$ cat src/rtl/fft_pkg.sv
// Shared definitions for the streaming FFT pipeline stages.
// Holds the frame-sync state enum and the delay-depth helper.
package fft_pkg;

    typedef enum logic [1:0] {
        StSync,
        StFill,
        StRun
    } state_e;

    // Delay depth of an R2SDF stage whose frame counter is cbw bits wide.
    function automatic int unsigned delay_depth(input int unsigned cbw);
        return 32'd1 << (cbw - 32'd1);
    endfunction

endpackage

$ cat src/rtl/sdf_delay_ram.sv
// Single-address delay line with asynchronous read and synchronous write.
// A read and a write at the same address in one cycle return the old contents.
module sdf_delay_ram #(
    parameter int unsigned Depth = 4,
    parameter int unsigned Width = 18,
    localparam int unsigned AddrW = (Depth > 1) ? $clog2(Depth) : 1
) (
    input  logic             clk,
    input  logic             we,
    input  logic [AddrW-1:0] addr,
    input  logic [Width-1:0] wdata,
    output logic [Width-1:0] rdata
);

    logic [Width-1:0] mem_q [Depth];

    always_ff @(posedge clk) begin
        if (we) begin
            mem_q[addr] <= wdata;
        end
    end

    assign rdata = mem_q[addr];

endmodule

$ cat src/rtl/sdf_butterfly.sv
// Radix-2 single-path delay-feedback DIF butterfly stage: sums in the second half of
// each frame, the deferred differences in the first half of the following frame.
module sdf_butterfly
    import fft_pkg::*;
#(
    parameter int unsigned DBW = 8,
    parameter int unsigned CBW = 3
) (
    input  logic                  clk,
    input  logic                  rst,
    input  logic                  vld_in,
    input  logic [CBW-1:0]        cnt,
    input  logic signed [DBW-1:0] din_re,
    input  logic signed [DBW-1:0] din_im,
    output logic                  vld_out,
    output logic [CBW-1:0]        cnt_out,
    output logic signed [DBW:0]   dout_re,
    output logic signed [DBW:0]   dout_im,
    output logic [CBW-2:0]        tw_idx,
    output logic                  err
);

    localparam int unsigned D     = delay_depth(CBW);
    localparam int unsigned RamW  = 2 * (DBW + 1);
    localparam logic [CBW-1:0] CntOne = 1;

    state_e                state_q, state_d;
    logic [CBW-1:0]        last_q, last_d;
    logic                  vld_out_q, vld_out_d;
    logic                  err_q, err_d;
    logic signed [DBW:0]   dout_re_q, dout_re_d;
    logic signed [DBW:0]   dout_im_q, dout_im_d;
    logic [CBW-1:0]        cnt_out_q, cnt_out_d;
    logic [CBW-2:0]        tw_idx_q, tw_idx_d;

    logic [CBW-2:0]        k;
    logic                  second_half;
    logic [CBW-1:0]        cnt_exp;
    logic signed [DBW:0]   din_re_x, din_im_x;
    logic signed [DBW:0]   h_re, h_im;
    logic signed [DBW:0]   sum_re, sum_im, diff_re, diff_im;
    logic                  ram_we;
    logic [RamW-1:0]       ram_wdata, ram_rdata;
    logic                  process;
    state_e                eff_state;

    assign k           = cnt[CBW-2:0];
    assign second_half = cnt[CBW-1];
    assign cnt_exp     = last_q + CntOne;

    assign din_re_x = {din_re[DBW-1], din_re};
    assign din_im_x = {din_im[DBW-1], din_im};
    assign h_re     = ram_rdata[RamW-1 -: DBW+1];
    assign h_im     = ram_rdata[DBW:0];

    // Exact in DBW+1 bits: h is a sign-extended first-half sample in the second half.
    assign sum_re  = h_re + din_re_x;
    assign sum_im  = h_im + din_im_x;
    assign diff_re = h_re - din_re_x;
    assign diff_im = h_im - din_im_x;

    sdf_delay_ram #(
        .Depth(D),
        .Width(RamW)
    ) u_delay_ram (
        .clk  (clk),
        .we   (ram_we),
        .addr (k),
        .wdata(ram_wdata),
        .rdata(ram_rdata)
    );

    always_comb begin
        state_d   = state_q;
        last_d    = last_q;
        vld_out_d = 1'b0;
        err_d     = 1'b0;
        dout_re_d = dout_re_q;
        dout_im_d = dout_im_q;
        cnt_out_d = cnt_out_q;
        tw_idx_d  = tw_idx_q;
        ram_we    = 1'b0;
        ram_wdata = second_half ? {diff_re, diff_im} : {din_re_x, din_im_x};
        process   = 1'b0;
        eff_state = state_q;

        if (vld_in && !rst) begin
            case (state_q)
                StSync: begin
                    if (cnt == '0) begin
                        process   = 1'b1;
                        eff_state = StFill;
                    end
                end
                default: begin
                    if (cnt != cnt_exp) begin
                        // A break that lands on cnt=0 resynchronises immediately.
                        err_d = 1'b1;
                        if (cnt == '0) begin
                            process   = 1'b1;
                            eff_state = StFill;
                        end else begin
                            eff_state = StSync;
                        end
                    end else begin
                        process = 1'b1;
                    end
                end
            endcase
            state_d = eff_state;

            if (process) begin
                last_d = cnt;
                ram_we = 1'b1;
                if (second_half) begin
                    vld_out_d = 1'b1;
                    dout_re_d = sum_re;
                    dout_im_d = sum_im;
                    cnt_out_d = cnt;
                    tw_idx_d  = '0;
                end else if (eff_state == StRun) begin
                    vld_out_d = 1'b1;
                    dout_re_d = h_re;
                    dout_im_d = h_im;
                    cnt_out_d = cnt;
                    tw_idx_d  = k;
                end
                if (eff_state == StFill && cnt == '1) begin
                    state_d = StRun;
                end
            end
        end
    end

    always_ff @(posedge clk) begin
        if (rst) begin
            state_q   <= StSync;
            last_q    <= '0;
            vld_out_q <= 1'b0;
            err_q     <= 1'b0;
            dout_re_q <= '0;
            dout_im_q <= '0;
            cnt_out_q <= '0;
            tw_idx_q  <= '0;
        end else begin
            state_q   <= state_d;
            last_q    <= last_d;
            vld_out_q <= vld_out_d;
            err_q     <= err_d;
            dout_re_q <= dout_re_d;
            dout_im_q <= dout_im_d;
            cnt_out_q <= cnt_out_d;
            tw_idx_q  <= tw_idx_d;
        end
    end

    assign vld_out = vld_out_q;
    assign err     = err_q;
    assign dout_re = dout_re_q;
    assign dout_im = dout_im_q;
    assign cnt_out = cnt_out_q;
    assign tw_idx  = tw_idx_q;

endmodule

$ cat config.mk
export PLATFORM = sky130hd
export DESIGN_NAME = sdf_butterfly
export DESIGN_NICKNAME = d
export VERILOG_FILES = /design/src/rtl/fft_pkg.sv /design/src/rtl/sdf_delay_ram.sv /design/src/rtl/sdf_butterfly.sv
export SDC_FILE = /design/constraint.sdc
export NUM_CORES = 1
export LEC_CHECK = 0
export ABC_AREA = 0
export BUFFER_PORTS_ARGS = -buffer_cell sky130_fd_sc_hd__buf_2
export CAP_MARGIN = 25
export CORE_ASPECT_RATIO = 1.5
export CORE_MARGIN = 2
export CORE_UTILIZATION = 52
export CTS_CLUSTER_SIZE = 20
export DETAILED_ROUTE_END_ITERATION = 16
export GPL_ROUTABILITY_DRIVEN = 0
export PLACE_DENSITY_LB_ADDON = 0.3
export SLEW_MARGIN = 20
export SYNTH_ARGS = -nofsm -noshare
export SYNTH_HDL_FRONTEND = slang
export SYNTH_HIERARCHICAL = 1
export SYNTH_SLANG_ARGS = --single-unit
$ cat constraint.sdc
create_clock -name clk -period 3.56 [get_ports clk]
set_input_delay 0.89 -clock clk [delete_from_list [all_inputs] [get_ports clk]]
set_output_delay 0.89 -clock clk [all_outputs]
set_load 0.01 [all_outputs]
# Yosys cells after proc, flatten, opt, wreduce, memory -nomap -nowiden
# Memory sizes are Yosys's and may differ from the RTL's.
# Index checks and enable logic that the tools add are counted.
# W data, S select, Z words.
[word_totals]
reg_bits = 30
ram_bits = 72
in_bits = 22
out_inout_bits = 25
wordCells = 57
n_memories = 1
[mem_list]
columns = ["name", "depth", "word_bits", "read_ports", "rd_ports_with_merged_regs", "write_ports", "line_no", "text"]
rows = [
  ["u_delay_ram.mem_q", 4, 18, 1, 0, 1, "sdf_delay_ram.sv:15", "logic [Width-1:0] mem_q [Depth];"],
]
[classes]
add_sub_neg = 5
eq_ne = 4
mux = 27
bitwise = 2
n_reduce_logical = 10
[ops]
columns = ["operator", "n"]
rows = [
  ["$mux W9", 4],
  ["$add A9 B8 Y9", 2],
  ["$mux W18", 1],
  ["$sub A9 B8 Y9", 2],
  ["$mux W2", 8],
  ["$mux W1", 12],
  ["$mux W3", 2],
  ["$reduce_or A3 Y1", 2],
  ["$add A3 B1 Y3 const B", 1],
  ["$eq A3 B3 Y1 const B", 1],
  ["$logic_not A3 Y1", 1],
  ["$ne A3 B3 Y1", 1],
  ["$reduce_and A3 Y1", 1],
  ["$eq A2 B1 Y1 const B", 1],
  ["$eq A2 B2 Y1 const B", 1],
  ["$logic_and A1 B1 Y1", 2],
  ["$logic_not A2 Y1", 1],
  ["$not A1 Y1", 2],
  ["$reduce_and A2 Y1", 1],
  ["$reduce_bool A2 Y1", 1],
  ["$logic_not A1 Y1", 1],
]

# Longest topological paths before layout
# Gate-level depths: netlist (run 1).
[logic_depth]
depth_word = 9
mapped_depth = 11
depth_no_buf = 10

# Cells and area by module
# The synthesis (run 1) kept the hierarchy.
[modules_own_cells]
columns = ["module", "instances", "cells_per_inst", "area_each_um2"]
rows = [
  ["sdf_butterfly", 1, 418, 3200.6],
  ["sdf_delay_ram", 1, 98, 2637.5],
]

# Worst setup path before layout (run 1)
# OpenSTA, ideal clock, no wires.
[synth_path]
kind = "input-to-reg"
from = "in cnt[2]"
to = "mem u_delay_ram.mem_q[0][0], enable pin"
setup_ns = 0.420
t_arrival_ns = 3.219
setup_slack_ns = -0.078
cell_stages = 5
cell_sequence = "clkbuf_1 -> nor4_1 -> a21oi_1 -> inv_1 -> nor3b_1"
[synth_via]
elab_chain_cells = 9
[synth_rtl]
columns = ["item", "line_no", "text"]
rows = [
  ["from (decl)", "sdf_butterfly.sv:12", "input logic [CBW-1:0] cnt,"],
  ["$logic_not A3 Y1", "sdf_butterfly.sv:90, sdf_butterfly.sv:99", ""],
  ["$mux W1", "sdf_butterfly.sv:90, sdf_butterfly.sv:99", ""],
  ["$mux W1", "sdf_butterfly.sv:96", "if (cnt != cnt_exp) begin"],
  ["$mux W1 *", "sdf_butterfly.sv:88", "case (state_q)"],
  ["$mux W1 *", "sdf_butterfly.sv:87", "if (vld_in && !rst) begin"],
  ["$mux W1 *", "sdf_butterfly.sv:112", "if (process) begin"],
  ["$mux W1 *", "sdf_butterfly.sv:87", ""],
  ["via ram_we", "sdf_butterfly.sv:42", "logic ram_we;"],
  ["$mux W1 *", "sdf_delay_ram.sv:18", "if (we) begin"],
  ["$mux W1 (not written as such) *", "sdf_delay_ram.sv:19", "mem_q[addr] <= wdata;"],
  ["to (decl)", "sdf_delay_ram.sv:15", ""],
]
# Mark *: on every way through the listed nets, which the timed path passes. The rest lies on a longest branch. The select of a mux whose other input is x is not followed.

# Worst setup path after layout (run 1)
[layout_path]
from = "in cnt[0]"
to = "mem u_delay_ram.mem_q[0][17], data pin"
[layout_via]
elab_chain_cells = 3
[layout_rtl]
columns = ["item", "line_no", "text"]
rows = [
  ["$mem_v2 Z4 W18", "-", ""],
  ["via ram_rdata[12]", "sdf_butterfly.sv:43", "logic [RamW-1:0] ram_wdata, ram_rdata;"],
  ["$sub A9 B8 Y9", "sdf_butterfly.sv:59", "assign diff_re = h_re - din_re_x;"],
  ["$mux W18", "sdf_butterfly.sv:83", "ram_wdata = second_half ? {diff_re, diff_im} : {din_re_x, din_im_x};"],
  ["via ram_wdata[17]", "sdf_butterfly.sv:43", ""],
]
# The timed path passes the listed nets, and every way through them passes these cells.

==> results of run 1 <==
## routing by layer
layer / vias to the layer above / GRT usage / wire (microns)
met4: 0 / 0.0564 / 114
met2: 101 / 0.402 / 6920
met3: 8 / 0.0337 / 599
li1: 2098 / - / -
met5: - / 0 / 0
met1: 2114 / 0.273 / 5330
## sequential cells by signal (all words and copies together) (netlist names)
signal	count
last_q	3
tw_idx	2
u_delay_ram/mem_q	72
vld_out	1
state_q	2
dout_re	9
dout_im	9
cnt_out	3
err	1
## layout make-up
| cell class | instances | area share |
|---|---|---|
| Clock buffer | 9 | 0.0328 |
| Clock inverter | 7 | 0.0102 |
| Inverter | 35 | 0.0202 |
| Multi-Input combinational cell | 352 | 0.406 |
| Sequential cell | 102 | 0.403 |
| Tap cell | 147 | 0.0268 |
| Timing Repair Buffer | 106 | 0.101 |
## cell families after synthesis
| kind of cell | Yosys count | share of synthesized area |
|---|---|---|
| AOI/OAI and AO/OA | 122 | 0.149 |
| buffers and inverters | 62 | 0.0527 |
| xor gates and xnor gates | 19 | 0.0285 |
| and+or+nand+nor | 149 | 0.129 |
| adders and majority gates | 37 | 0.0844 |
| muxes | 25 | 0.0827 |
| DFF | 102 | 0.473 |
## report_power, final
group / internal (uW) / total [uW] / switching, uW / leakage, uW
Combinational: 207 / 469 / 262 / 0.00171
Clock: 497 / 955 / 458 / 0.000144
Sequential: 1290 / 1300 / 1.44 / 0.000891
Total: 2000 / 2720 / 722 / 0.00274
## what timing repair did
item / 4_1_cts / 5_1_grt
endpoints found under the setup margin: 0 / 5
buffers inserted: 0 / 0
gates resized for setup: 0 / 3
hold buffers: 0 / 0
## Yosys cell counts, types with 4 or more instances
| cell | number | area share |
|---|---|---|
| nor3_1 | 16 | 0.014 |
| nor2b_1 | 9 | 0.0096 |
| buf_2 | 5 | 0.0043 |
| mux2i_1 | 7 | 0.012 |
| nand2b_1 | 6 | 0.0064 |
| xor2_1 | 8 | 0.012 |
| inv_1 | 34 | 0.022 |
| a2111oi_0 | 4 | 0.0060 |
| a211o_1 | 5 | 0.0075 |
| o21a_1 | 8 | 0.010 |
| fa_1 | 4 | 0.014 |
| nor2_1 | 41 | 0.026 |
| dfxtp_1 | 30 | 0.10 |
| o211ai_1 | 9 | 0.012 |
| edfxtp_1 | 72 | 0.37 |
| buf_6 | 6 | 0.012 |
| nor4_1 | 4 | 0.0043 |
| a21oi_1 | 25 | 0.021 |
| o21ai_0 | 26 | 0.022 |
| ha_1 | 33 | 0.071 |
| mux4_2 | 16 | 0.062 |
| clkbuf_1 | 11 | 0.0071 |
| a211oi_2 | 4 | 0.0086 |
| xnor2_1 | 11 | 0.017 |
| buf_1 | 4 | 0.0026 |
| o41ai_1 | 7 | 0.011 |
| nand2_1 | 43 | 0.028 |
| o31ai_1 | 4 | 0.0051 |
| nand3_1 | 6 | 0.0051 |
## stage by stage
step | setup TNS (ns) | power (uW) | util | hold WS [ns] | setup WS (ns)
2_1_floorplan | 0 | 1620 | - | 0.440 | 0.211
3_3_place_gp | -1.86 | 1770 | 0.596 | 0.442 | -0.137
3_5_place_dp | -3.51 | 1780 | 0.596 | 0.448 | -0.263
4_1_cts | 0 | 2740 | 0.623 | 0.459 | 0.123
5_1_grt | 0 | 2830 | 0.624 | 0.477 | 0.00498
6_report | 0 | 2720 | 0.624 | 0.456 | 0.169
## worst min-delay path, delay by kind of cell, from the launching register on
kind / cells / cell delay (ns)
AOI/OAI and AO/OA: 1 / 0.05
DFF: 1 / 0.31
and+or+nand+nor: 1 / 0.05
## final timing paths
check / start / end / slack [ns] / depth (start not counted)
worst max-delay path: cnt[0] / u_delay_ram/mem_q[0][17] / 0.17 / 11
worst min-delay path: dout_re[3] / dout_re[3] / 0.46 / 2
worst max register to register: u_delay_ram/mem_q[1][0] / u_delay_ram/mem_q[2][8] / 0.70 / 10
worst min register to register: dout_re[3] / dout_re[3] / 0.46 / 2
==> results.json, run 1 <==
{
  "routed_wl_mm": 13.0,
  "rsz0062_at_grt": "false",
  "ys_seq_area_frac": 0.473,
  "clk_pin_slew_ns": 0.07,
  "max_stage_delay_ns": 0.55,
  "regArea_sq_um": 2760,
  "clk_latency_ns": 0.35,
  "worstPathArrival_ns": 3.46,
  "critPathRequiredTime_ns": 3.63,
  "h-tree-depth": 3,
  "drt_iter0_markers": 321,
  "io_buffers": 46,
  "nets": 665,
  "grt_pass1_vias": 4224,
  "syn_area_sq_um": 5840,
  "p_per_area_nw_per_um2": 396,
  "path_delay_family": "compound AO/OA/AOI/OAI gates",
  "crit_buf_inv": 3,
  "synthArstFlopShare": 0,
  "dp_cells": 742,
  "ys.flop_type": "edfxtp_1",
  "critPathCaptureType": "flip-flop",
  "ir_drop_uv": 229,
  "ant_nets": 0,
  "grt_usage": 0.221,
  "ctsLongestPathBuffers": 2,
  "syn_nets": 575,
  "viasPerCell": 5.70,
  "worst_pin_slew_ns": 0.568,
  "die_h_microns": 134,
  "maxCapViolations": 0,
  "fillCellCount": 848,
  "dp_hpwl_mm": 9.83,
  "io_pins": 47,
  "hold_viol_final": 0,
  "grt-ovfl-total": 0,
  "antenna-diode-count": 0,
  "synthesis.instances": 516,
  "layout_common_cells": "edfxtp_1, buf_4, buf_2",
  "stdcell_area_sq_um": 6860,
  "final_common_cell": "edfxtp_1",
  "multi_input_area_sq_um": 2790,
  "place_area_sq_um": 6550,
  "drv_slew": 0,
  "crit_chain": "buf_2 -> buf_12 -> buf_4 -> mux4_2 -> ha_1 -> o21a_1 -> o31a_1 -> o211ai_1 -> nand2_1 -> o41ai_1 -> o221ai_2",
  "antenna_found_initial": 0,
  "grt_max_degree": 30,
  "num_vias": 4321,
  "start_util": 0.531,
  "ctsRootBufferMaster": "clkbuf_16",
  "cts_buffers": 9,
  "fmax_mhz": 295,
  "syn_to_final_growth_pct": 17.5,
  "stdcell_count": 758,
  "path_class": "in2reg",
  "tritoncts": "done",
  "dieArea_sq_um": 12100,
  "layout-drive-gt1-share": 0.262,
  "die_width_microns": 90.5,
  "drc": 0,
  "crit_slowest_cell": "mux4_2",
  "core_sq_um": 11000,
  "synth.distinct_cells": 63,
  "post_drt_wl_per_cell_microns": 17.1,
  "grt_pass1_wl_mm": 21.0,
  "yosysWarnings": 6,
  "worstPathMaxFanout": 7,
  "skew_ns": 0.0117,
  "syn_area_per_cell_sq_um": 11.3,
  "rows": 47,
  "status": "finished clean",
  "start_kind": "primary input",
  "fin_crit_sh": 0.953,
  "setup_viol": 0,
  "cts.sinks": 102,
  "synth-seq-cells": 102,
  "dr.pass1.iters": 4,
  "period_needed_ns": 3.39,
  "holdCritPathClass": "reg2reg",
  "leakagePower_uw": 0.00274,
  "synth-edff-count": 72,
  "slew_headroom": 0.618
}
(Power assumes the default switching activity.)
==> run 2, diff against run 1 <==
--- a/config.mk
+++ b/config.mk
@@ -15,6 +15,7 @@
 export DETAILED_ROUTE_END_ITERATION = 16
 export GPL_ROUTABILITY_DRIVEN = 0
 export PLACE_DENSITY_LB_ADDON = 0.3
+export RECOVER_POWER = 25
 export SLEW_MARGIN = 20
 export SYNTH_ARGS = -nofsm -noshare
 export SYNTH_HDL_FRONTEND = slang
==> results.json, run 2 (synthesis gave the netlist of run 1 again) <==
{
  "io_buffers": 46,
  "start_util": 0.531,
  "leakagePower_uw": 0.00263,
  "regArea_sq_um": 2760,
  "drv_slew": 0,
  "pre_cts_slack_ns": -0.263,
  "routed_wl_mm": 13.0,
  "critPathRequiredTime_ns": 3.63,
  "grt-ovfl-total": 0,
  "worstPathArrival_ns": 3.46,
  "path_class": "in2reg",
  "die_width_microns": 90.5,
  "io_pins": 47,
  "period_needed_ns": 3.39,
  "ctsLongestPathBuffers": 2,
  "skew_ns": 0.00905,
  "stdcell_area_sq_um": 6790,
  "post_cts_buffers": 0,
  "place_area_sq_um": 6550,
  "crit_slowest_cell": "mux4_2",
  "p_per_area_nw_per_um2": 401,
  "grt_max_degree": 30,
  "p_sw_frac": 0.266,
  "grt_usage": 0.221,
  "power_switching_uw": 722,
  "post_drt_wl_per_cell_microns": 17.2,
  "grt_pass1_wl_mm": 21.0,
  "max_stage_delay_ns": 0.55,
  "power_frac_comb": 0.172,
  "syn_to_final_growth_pct": 16.3,
  "ir_drop_uv": 228,
  "core_sq_um": 11000,
  "holdCritPathClass": "reg2reg",
  "grt_pass1_vias": 4224,
  "clockPowerShare": 0.352,
  "share_seq_of_total_power": 0.476,
  "largest_register_ffs": 72,
  "ant_nets": 0,
  "multi_input_area_sq_um": 2750,
  "final_common_cell": "edfxtp_1",
  "start_kind": "primary input",
  "viasPerCell": 5.72,
  "ctsRootBufferMaster": "clkbuf_16",
  "dr.pass1.iters": 4,
  "antenna-diode-count": 0,
  "clk_latency_ns": 0.35,
  "setup_ws_ns": 0.169,
  "regMostFlops": "u_delay_ram/mem_q",
  "die_h_microns": 134,
  "tns_ns": 0,
  "fmax_mhz": 295,
  "dieArea_sq_um": 12100,
  "antenna_found_initial": 0,
  "setup_viol": 0,
  "drc": 0,
  "hold_viol_final": 0,
  "worst_pin_slew_ns": 0.699,
  "rows": 47,
  "tritoncts": "done",
  "layout-drive-gt1-share": 0.209,
  "fin_crit_sh": 0.952,
  "nets": 665,
  "fillCellCount": 871,
  "postCtsHoldBufs": 0,
  "maxCapViolations": 0,
  "dp_hpwl_mm": 9.83,
  "critPathCaptureType": "flip-flop",
  "internal-power_uw": 2000,
  "worstPathMaxFanout": 7,
  "clk_pin_slew_ns": 0.07,
  "cts.sinks": 102,
  "num_vias": 4332,
  "slew_headroom": 0.533,
  "crit_chain": "buf_2 -> buf_12 -> buf_4 -> mux4_2 -> ha_1 -> o21a_1 -> o31a_1 -> o211ai_1 -> nand2_1 -> o41ai_1 -> o221ai_2",
  "drt_iter0_markers": 291,
  "status": "finished clean",
  "layout_common_cells": "edfxtp_1, buf_4, nand2_1",
  "h-tree-depth": 3,
  "rsz0062_at_grt": "false",
  "cts_buffers": 9
}
==> run 2: metrics by stage <==
step | power, uW | hold WS [ns] | utilization | std cells
detailed placement | 1780 | 0.448 | 0.596 | 742
CTS | 2740 | 0.459 | 0.623 | 758
global route | 2830 | 0.480 | 0.617 | 758
global placement | 1770 | 0.442 | 0.596 | 742
floorplan | 1620 | 0.440 | - | 516
finish | 2720 | 0.457 | 0.617 | 758
==> run 2: critical path: cells and delay by family <==
| kind | cells | cell delay, ns |
|---|---|---|
| AO/OA/AOI/OAI | 5 | 1.05 |
| adder cells (fa/ha/maj) | 1 | 0.34 |
| buffers and inverters | 3 | 0.55 |
| multiplexers | 1 | 0.55 |
| AND/OR/NAND/NOR | 1 | 0.08 |
==> run 2: routing by layer <==
layer,up-vias,part of all wire,GRT usage
met3,14,0.045,0.0337
met4,0,0.013,0.0564
met5,-,0,0
li1,2094,-,-
met2,89,0.53,0.402
met1,2135,0.41,0.273
==> run 2: worst paths after layout <==
| path | startpoint | endpoint | slack, ns | cells after the start |
|---|---|---|---|---|
| worst min-delay path | dout_re[5] | dout_re[5] | 0.46 | 2 |
| worst max-delay path | cnt[0] | u_delay_ram/mem_q[0][17] | 0.17 | 11 |
| worst max register to register | last_q[0] | dout_re[8] | 0.60 | 9 |
| worst min register to register | dout_re[5] | dout_re[5] | 0.46 | 2 |
==> run 2: timing repair <==
item	in CTS	in global routing
endpoints found under the hold margin	0	0
gates resized for setup	0	3
setup endpoints to repair	0	5
==> run 2: area by class of cell <==
type / count / area share
inverter: 35 / 0.0194
clock buffer: 9 / 0.0332
sequential: 102 / 0.407
timing repair buffer: 106 / 0.0975
tap: 147 / 0.0271
clock inverter: 7 / 0.0103
multi-input combinational: 352 / 0.406
==> run 2: power groups by stage <==
stage	Combinational, uW	Sequential, uW	Clock (uW)
2_1_floorplan	303	1320	0
3_3_place_gp	444	1320	0
3_5_place_dp	460	1320	0
4_1_cts	464	1300	978
5_1_grt	517	1300	1020
6_report	468	1300	957
==> run 3, diff against run 2 <==
--- a/config.mk
+++ b/config.mk
@@ -10,7 +10,7 @@
 export CAP_MARGIN = 25
 export CORE_ASPECT_RATIO = 1.5
 export CORE_MARGIN = 2
-export CORE_UTILIZATION = 52
+export CORE_UTILIZATION = 50
 export CTS_CLUSTER_SIZE = 20
 export DETAILED_ROUTE_END_ITERATION = 16
 export GPL_ROUTABILITY_DRIVEN = 0
==> results.json, run 3 (synthesis gave the netlist of run 1 again) <==
{
  "core_sq_um": 11500,
  "clk_latency_ns": 0.35,
  "crit_slowest_cell": "mux4_1",
  "reg2reg_depth": 9,
  "tns_ns": 0,
  "setup_viol": 0,
  "holdPathStages": 2,
  "viasPerCell": 5.78,
  "grt_max_degree": 25,
  "die_width_microns": 92.2,
  "max_stage_delay_ns": 0.67,
  "hold_end": "dout_re[0]",
  "stdcell_count": 756,
  "crit_buf_inv": 2,
  "drc": 0,
  "path_class": "in2reg",
  "crit_chain": "buf_2 -> mux4_1 -> inv_1 -> ha_1 -> fa_1 -> nor2b_1 -> o31a_1 -> o21a_1 -> o41ai_1 -> o211ai_1",
  "worst_pin_slew_ns": 0.634,
  "antenna-diode-count": 0,
  "num_vias": 4369,
  "maxCapViolations": 0,
  "worstHoldStart": "dout_re[0]",
  "reg2reg_to": "u_delay_ram/mem_q[2][8]",
  "layout-drive-gt1-share": 0.206,
  "ctsRootBufferMaster": "clkbuf_16",
  "drt_iter0_markers": 308,
  "nets": 660,
  "postCtsHoldBufs": 0,
  "tritoncts": "done",
  "pre_cts_slack_ns": -0.221,
  "rows": 48,
  "dieArea_sq_um": 12600,
  "cts.sinks": 102,
  "place_area_sq_um": 6530,
  "drv_slew": 0,
  "routed_wl_mm": 13.5,
  "dp_cells": 740,
  "grt_usage": 0.222,
  "stdcell_area_sq_um": 6770,
  "dp_hpwl_mm": 10.1,
  "layout_common_cells": "edfxtp_1, buf_4, nand2_1",
  "syn_to_final_growth_pct": 16.0,
  "h-tree-depth": 3,
  "antenna_found_initial": 0,
  "critPathCaptureType": "flip-flop",
  "setup_ws_ns": 0.0919,
  "ant_nets": 0,
  "grt_pass1_vias": 4272,
  "path_delay_family": "compound AO/OA/AOI/OAI gates",
  "rrSetupSlack_ns": 0.59,
  "holdCritPathClass": "reg2reg",
  "ctsLongestPathBuffers": 2,
  "die_h_microns": 136,
  "r2r-start": "u_delay_ram/mem_q[1][0]",
  "worstPathMaxFanout": 6,
  "post_drt_wl_per_cell_microns": 17.9,
  "hold_viol_final": 0,
  "largest_register_ffs": 72,
  "io_pins": 47,
  "critPathRequiredTime_ns": 3.61,
  "skew_ns": 0.00801,
  "status": "finished clean",
  "cts_buffers": 9,
  "period_needed_ns": 3.47,
  "grt_pass1_wl_mm": 21.3,
  "clk_pin_slew_ns": 0.07,
  "leakagePower_uw": 0.00260,
  "grt-ovfl-total": 0,
  "p_per_area_nw_per_um2": 402,
  "dr.pass1.iters": 5,
  "worstPathArrival_ns": 3.52,
  "fmax_mhz": 288,
  "fin_crit_sh": 0.974,
  "start_kind": "primary input",
  "slew_headroom": 0.577,
  "io_buffers": 46,
  "final_common_cell": "edfxtp_1",
  "regMostFlops": "u_delay_ram/mem_q",
  "start_util": 0.509,
  "ir_drop_uv": 222
}
==> run 3: cell count changes in the layout (fill, tap and decap cells not counted), moves of 2 or more <==
cell and change:
a2111oi_0 -3, a2111oi_1 +3, buf_4 -8, inv_6 +3
inv_8 -2
==> run 3: per-layer routing <==
metal | vias to the layer above | global-route usage | routed length, microns
li1 | 2093 | - | -
met1 | 2116 | 0.265 | 5520
met2 | 133 | 0.398 | 7030
met3 | 27 | 0.0388 | 599
met4 | 0 | 0.0879 | 389
met5 | - | 0 | 0
==> run 3: stage by stage <==
step           power (uW)  hold WS (ns)   util
3_3_place_gp         1780         0.438  0.569
6_report             2720         0.452  0.590
5_1_grt              2820         0.480  0.590
3_5_place_dp         1790         0.446  0.569
4_1_cts              2740         0.454  0.594
2_1_floorplan        1620         0.440      -
==> run 3: how the worst max path moves through the flow <==
stage          startpoint                  endpoint  cells after the start
6_report           cnt[0]   u_delay_ram/mem_q[2][8]                     10
3_3_place_gp       cnt[0]  u_delay_ram/mem_q[2][14]                     12
5_1_grt            cnt[0]  u_delay_ram/mem_q[3][14]                     12
2_1_floorplan      cnt[0]   u_delay_ram/mem_q[0][8]                      9
4_1_cts            cnt[0]   u_delay_ram/mem_q[2][8]                     10
3_5_place_dp       cnt[0]  u_delay_ram/mem_q[0][17]                     11
==> run 3: timing repair <==
item	in CTS	in global routing
setup buffers	0	0
endpoints found under the setup margin	0	7
endpoints found under the hold margin	0	0
resized for setup	0	7
==> run 3: power breakdown <==
group,leakage [uW],internal [uW],total (uW),switching [uW]
clock,0.000143,489,946,457
combinational,0.00157,211,480,269
sequential,0.000891,1290,1300,1.41
==> run 3: area by class of cell <==
class | instances | area [sq um]
fill | 970 | 4700
multi-input combinational | 352 | 2760
sequential | 102 | 2760
timing repair buffer | 101 | 633
clock buffer | 9 | 225
tap | 150 | 188
inverter | 35 | 139
clock inverter | 7 | 60.1
==> run 3: tightest hold or removal path: stages, from the launching register on <==
cell and delay (ns):
dfxtp_1 0.31, nand2_1 0.05, a21oi_1 0.05
